**src/rtl/oh_csa_accum.sv**
```systemverilog
// oh_csa_accum: multi-operand accumulator that keeps its running total in
// carry-save form, so each operand costs one 3:2 CSA step. A single
// carry-propagate add at the end of a frame produces the final sum.
//
// State table:
//   ST_ACCUM   | taking operands; one CSA step per accept
//   ST_RESOLVE | one cycle: sreg + creg -> out_data, raise out_valid
//   ST_OUTPUT  | result held on out_valid/out_data until out_ready
//
// Ports:
//   clk, nreset         clock, synchronous active-low reset
//   in_valid/in_ready   operand handshake; in_data operand, in_last ends frame
//   out_valid/out_ready result handshake; out_data resolved frame sum
//   count               operands accepted this frame (saturating)
//   busy                frame open or result pending
module oh_csa_accum #(
  parameter int DW = 32,
  parameter int CW = 8
) (
  input  logic          clk,
  input  logic          nreset,
  input  logic          in_valid,
  input  logic [DW-1:0] in_data,
  input  logic          in_last,
  output logic          in_ready,
  output logic          out_valid,
  output logic [DW-1:0] out_data,
  input  logic          out_ready,
  output logic [CW-1:0] count,
  output logic          busy
);

  typedef enum logic [1:0] {
    ST_ACCUM   = 2'd0,
    ST_RESOLVE = 2'd1,
    ST_OUTPUT  = 2'd2
  } state_t;

  state_t        state_q, state_d;
  logic [DW-1:0] sreg_q, sreg_d;
  logic [DW-1:0] creg_q, creg_d;
  logic [DW-1:0] out_data_q, out_data_d;
  logic          out_valid_q, out_valid_d;
  logic [CW-1:0] count_q, count_d;

  logic [DW-1:0] maj;
  logic          accept;

  // in_ready is a pure function of state; no path from in_valid/out_ready.
  assign in_ready = (state_q == ST_ACCUM);
  assign accept   = in_valid & in_ready;
  assign maj      = (sreg_q & creg_q) | (sreg_q & in_data) | (creg_q & in_data);

  always_comb begin
    state_d     = state_q;
    sreg_d      = sreg_q;
    creg_d      = creg_q;
    out_data_d  = out_data_q;
    out_valid_d = out_valid_q;
    count_d     = count_q;

    case (state_q)
      ST_ACCUM: begin
        if (accept) begin
          sreg_d = sreg_q ^ creg_q ^ in_data;
          // Carry moves up one bit; the carry out of the MSB is dropped,
          // which keeps the total modulo 2^DW.
          creg_d = {maj[DW-2:0], 1'b0};
          if (count_q != {CW{1'b1}}) count_d = count_q + CW'(1);
          if (in_last) state_d = ST_RESOLVE;
        end
      end
      ST_RESOLVE: begin
        out_data_d  = sreg_q + creg_q;
        out_valid_d = 1'b1;
        state_d     = ST_OUTPUT;
      end
      ST_OUTPUT: begin
        if (out_ready) begin
          // out_data is left holding the last result on purpose.
          out_valid_d = 1'b0;
          sreg_d      = '0;
          creg_d      = '0;
          count_d     = '0;
          state_d     = ST_ACCUM;
        end
      end
      default: begin
        state_d = ST_ACCUM;
      end
    endcase
  end

  always_ff @(posedge clk) begin
    if (!nreset) begin
      state_q     <= ST_ACCUM;
      sreg_q      <= '0;
      creg_q      <= '0;
      out_data_q  <= '0;
      out_valid_q <= 1'b0;
      count_q     <= '0;
    end else begin
      state_q     <= state_d;
      sreg_q      <= sreg_d;
      creg_q      <= creg_d;
      out_data_q  <= out_data_d;
      out_valid_q <= out_valid_d;
      count_q     <= count_d;
    end
  end

  assign out_valid = out_valid_q;
  assign out_data  = out_data_q;
  assign count     = count_q;
  assign busy      = (state_q != ST_ACCUM) | (count_q != '0);

endmodule

```
**config.mk**
```make
export PLATFORM = sky130hd
export DESIGN_NAME = oh_csa_accum
export DESIGN_NICKNAME = d
export VERILOG_FILES = /design/src/rtl/oh_csa_accum.sv
export SDC_FILE = /design/constraint.sdc
export NUM_CORES = 1
export LEC_CHECK = 0
export ABC_CLOCK_PERIOD_IN_PS = 2400
export BUFFER_PORTS_ARGS = -buffer_cell sky130_fd_sc_hd__clkbuf_2
export CAP_MARGIN = 20
export CORE_ASPECT_RATIO = 1.2
export CORE_MARGIN = 2
export CORE_UTILIZATION = 47
export CTS_CLUSTER_DIAMETER = 80
export DETAILED_ROUTE_END_ITERATION = 10
export PLACE_DENSITY = 0.7
export SYNTH_ARGS = -nofsm -noshare
export SYNTH_HDL_FRONTEND = slang
export SYNTH_SLANG_ARGS = --single-unit
```
**constraint.sdc**
```tcl
create_clock -name clk -period 2.4 [get_ports clk]
set_clock_uncertainty 0.05 [all_clocks]
set_input_delay 0.12 -clock clk [delete_from_list [all_inputs] [get_ports clk]]
set_output_delay 0.12 -clock clk [all_outputs]
set_load 0.05 [all_outputs]
```
After elaboration in Yosys (flattened, before gate mapping)

Cells that the tools add are included.

Flip-flop bits (word level): 107
Input port bits: 37
Logic and storage cells: 48

Add/sub/neg operators: 2
Equal/unequal tests: 7
Muxes and demuxes: 15
Bitwise logic cells: 9
Reductions and logical operators: 9

Operators with widths:

| kind                                                                  | number |
|---|---|
| 32-bit case mux with 2 select lines                                   | 2 |
| 32-bit two-way mux                                                    | 3 |
| 31-bit AND                                                            | 3 |
| 32-bit bitwise XOR                                                    | 2 |
| 31-bit bitwise OR                                                     | 2 |
| 32-bit adder                                                          | 1 |
| 8-bit two-way mux                                                     | 3 |
| 8-bit case mux with 2 select lines                                    | 1 |
| 8-bit by 1-bit adder with 8-bit output, second input constant         | 1 |
| 8-bit != test, second input constant                                  | 1 |
| 8-bit nonzero test                                                    | 1 |
| 2-bit two-way mux                                                     | 3 |
| 2-bit case mux with 3 select lines                                    | 1 |
| 3-bit AND reduction                                                   | 2 |
| 2-bit nonzero test                                                    | 3 |
| 2-bit by 1-bit != test with 1-bit output, second input constant       | 2 |
| 2-bit != test, second input constant                                  | 2 |
| 4-bit AND reduction                                                   | 1 |
| 2-bit by 1-bit equality test with 1-bit output, second input constant | 1 |
| 2-bit equality test, second input constant                            | 1 |
| 2-bit logical NOT                                                     | 1 |
| 1-bit case mux with 2 select lines                                    | 1 |
| 2-bit AND reduction                                                   | 1 |
| 1-bit AND                                                             | 1 |
| other kinds (2)                                                       | 2 |

Logic depth before layout (Yosys ltp)

Depth in word-level cells: 5
Gate-level depth with buffers: 10
Mapped depth without buffers: 10

Least setup slack after synthesis

OpenSTA, ideal clock, no wires.

Path kind: flip-flop to flip-flop
Start: reg sreg_q[1]
End: reg out_data_q[21], in the netlist out_data[21]
Setup time: 63 ps
Arrival time: 2412 ps
Data required time: 2287 ps
Slack: -125 ps
Stages on the path, launching flop included: 11
Path buffers: 0
Clock period less this slack: 2525 ps
Cell sequence: dfxtp_1 ha_1 inv_1 fa_1 and2b_1 o2111ai_1 a31oi_2 nor2_2 o31a_1 or4_1 nand3_1

Word-level cells in the longest chain between the ends: 1

RTL lines:

| element                | line | source |
|---|---|---|
| start, declared        | 40   | `logic [DW-1:0] sreg_q, sreg_d;` |
| start signal, assigned | 104  | `sreg_q <= sreg_d;` |
| 32-bit adder           | 74   | `out_data_d = sreg_q + creg_q;` |
| end signal, assigned   | 106  | `out_data_q <= out_data_d;` |
| end, declared          | 42   | `logic [DW-1:0] out_data_q, out_data_d;` |

No other way between the ends.
A chain may end at the register's enable or synchronous reset.

Worst setup path after layout

Start: reg creg_q[1]
End: reg out_data_q[21], in the netlist out_data[21]

Word-level cells in the longest chain between the ends: 1

RTL lines:

| element                | line | source |
|---|---|---|
| start, declared        | 41   | `logic [DW-1:0] creg_q, creg_d;` |
| start signal, assigned | 105  | `creg_q <= creg_d;` |
| 32-bit adder           | 74   |  |

No other way between the ends.

==> run metrics <==
status=complete, no violations; Setup violations, final=0; WP buf/inv=1; RePlAce Congestion=0.935; Clk pwr share=35.8%; Syn Nets=793; post-synthesis cell area=6230 um^2; H-tree level count=3; CP Max Fanout=4; Period minus WS final=2380 ps; DRT Pass-1 Iters=5; Fin. Hold Viols=0; vias in the first global route=5,133; power after layout=0.00422 W; Hold Crit Class=primary input to register; Clock Sinks=106; layout filler cell count=1,169; worst-margin pin slew=718 ps; Routed Antenna Nets=0; crit path kind=register to register; Nets=893; ys async rst share=0%; CTS tree=yes; Num CTS Buffers=9; hold_ws=102 ps; sw power=0.00124 W; post-synthesis cell type count=55; Slew HR=52.1%; Yosys warning count=0; EDFF count, synth=0; PortBufs=79; CORE AREA=13,100 um^2; total congestion overflow=0; Seq/Total Area, Yosys=34.1%; dpl ws=-25.1 ps; Clock Latency Late Sink=350 ps; Sw Ratio=29.3%; DR DRC count=0; Diodes inserted=0; placed cells=945; Max-Cap Viols=0; Worst EP required=2640 ps; FP Rows=46; max-slew violation count=0; internal power=0.00298 W; Yosys reg bits=106; CP Capture Type=register; CP Launch Type=register; WL final=15.4 mm; first-pass GRT wire length=25.6 mm; crit share post-route=99.1%; Mean Syn Cell Area=9.00 um^2; Tot GR Track Use=22.4%; layout cells sized above 1=23.6%; placed wire-length estimate=11.6 mm; critical path's largest stage delay=400 ps; I/O pin total=80; die width=109 um; via count=5,408; Initial Utilization=47.7%; worst-case clock buffer depth=2; CTS clk-pin slew, worst paths=70 ps; Avg WL per Cell=15.9 um; Peak VDD IR=0.000313 V; Crit path max-delay family=simple AND/OR/NAND/NOR gates; crit path cell chain=ha_4 > inv_2 > fa_2 > and2b_2 > o2111ai_4 > a31oi_4 > nor2_2 > o31a_1 > or4_1 > nand3_1; slowest cell on the critical path=or4_1; post-synthesis cell count=692; Synth Flop Type=dfxtp_1; Reg power frac=45.5%; chip height=130 um; largest net degree at the start of global routing=65; root buffer cell=clkbuf_16; Post-Layout Cell Count=965; WP data arrival=2620 ps; antenna violations before repair=0; RSZ-0062 raised after global routing=true; Final WS setup=22.3 ps; Comb pwr share=18.7%; Core Util, Final=57.9%; Leak=3.20 nW; Cell Pwr Density=557 nW/um^2; Via density=5.60; initial DRC count=403; area grow syn2layout=21.4%; fmax=421 MHz; Die Area=14,200 um^2
[worst register-to-register path: cells and delay by family (launching register included)]
kind / cells / cell delay (ps)
AO/OA/AOI/OAI: 3 / 640
adder cells (fa/ha/maj): 2 / 460
buffers and inverters: 1 / 30
flip-flops: 1 / 350
AND/OR/NAND/NOR: 4 / 780
[cell families (layout without fill, tap and decap cells)]
| group | after synthesis | after routing | synth area share, % |
|---|---|---|---|
| simple gates | 230 | 230 | 19.3 |
| compound gates | 206 | 206 | 22.4 |
| flops | 106 | 106 | 34.1 |
| fa+ha+maj | 64 | 64 | 16.6 |
| buf+inv | 58 | 163 | 3.64 |
| xor+xnor | 25 | 25 | 3.52 |
| mux | 3 | 3 | 0.482 |
[layout by cell type (no fill, tap or decap), drive strengths merged, types with 4 or more instances in the layout]
cell type	n
nor3	7
and2	12
a21boi	9
buf	51
a21oi	39
o21a	8
xor2	13
nand2	63
nor4	4
nand2b	6
nand4	10
clkbuf	88
and3	8
or3	5
o31ai	5
a21o	14
o21ai	42
dfxtp	106
nand3	17
fa	31
nor2b	66
nor2	27
xnor2	12
a22oi	62
ha	33
inv	17
[metal layers]
metal	share of wire [%]	wire, um	track usage [%]	vias to the layer above
met5	0	0	0	-
met4	1.8	275	8.30	0
met3	4.4	677	2.45	23
met2	46	7140	34.8	132
met1	47	7270	32.2	2603
li1	-	-	-	2650
[per-stage QoR]
stage	TNS, ps	cell area [um^2]
global placement	-6.75	7060
floorplan	0	6250
detailed placement	-25.8	7060
CTS	-19.9	7400
finish	0	7560
global route	-332	7560
[power by group through the flow]
| stage | clock [W] | combinational [W] | sequential [W] |
|---|---|---|---|
| floorplan | 0 | 0.000457 | 0.00200 |
| global placement | 0 | 0.000744 | 0.00195 |
| detailed placement | 0 | 0.000763 | 0.00196 |
| CTS | 0.00154 | 0.000775 | 0.00192 |
| global route | 0.00161 | 0.000877 | 0.00193 |
| finish | 0.00151 | 0.000788 | 0.00192 |
[cell type report]
class | count | area, um^2 | share of cell area (%)
Sequential cell | 106 | 2130 | 28.1
Tap cell | 168 | 210 | 2.78
Multi-Input combinational cell | 528 | 4060 | 53.6
Clock inverter | 7 | 78.8 | 1.04
Clock buffer | 9 | 225 | 2.98
Inverter | 16 | 60.1 | 0.794
Timing Repair Buffer | 131 | 805 | 10.6
[registers in the layout (all words and copies together) (netlist names)]
register and flops:
count 8, creg_q 31, out_data 32, out_valid 1, sreg_q 32, state_q 2
[Yosys cell counts, drive strengths merged, types with 4 or more instances]
master,number,area share [%]
buf,11,0.80
dfxtp,106,34
nor2b,66,6.6
a21oi,39,3.2
ha,33,6.6
nand3,17,1.4
nor3,7,0.56
fa,31,10
nand4,10,1.0
nor4,4,0.50
nor2,27,1.7
a22oi,62,7.5
inv,16,0.96
clkbuf,31,1.9
nand2b,6,0.60
nand2,63,3.8
a21boi,9,1.1
xor2,13,1.8
and3,8,0.80
o31ai,5,0.60
o21a,8,0.96
and2,12,1.2
or3,5,0.50
a21o,14,1.7
xnor2,12,1.7
o21ai,42,3.4
[path summary, 6_finish.rpt]
path	start	end	slack (ps)	depth (start not counted)
setup / recovery	creg_q[1]	out_data[21]	20	10
hold reg to reg	out_data[28]	out_data[28]	400	2
setup reg to reg	creg_q[1]	out_data[21]	20	10
hold / removal	out_ready	state_q[1]	100	3
[timing repair]
item | CTS | global route
buffers inserted | 0 | 3
hold buffers | 1 | 0
gates resized for setup | 4 | 35
endpoints found under the setup margin | 3 | 18
pin swaps | 2 | 13
endpoints found under the hold margin | 1 | 0
No activity file was read; power rests on OpenSTA's default activity.
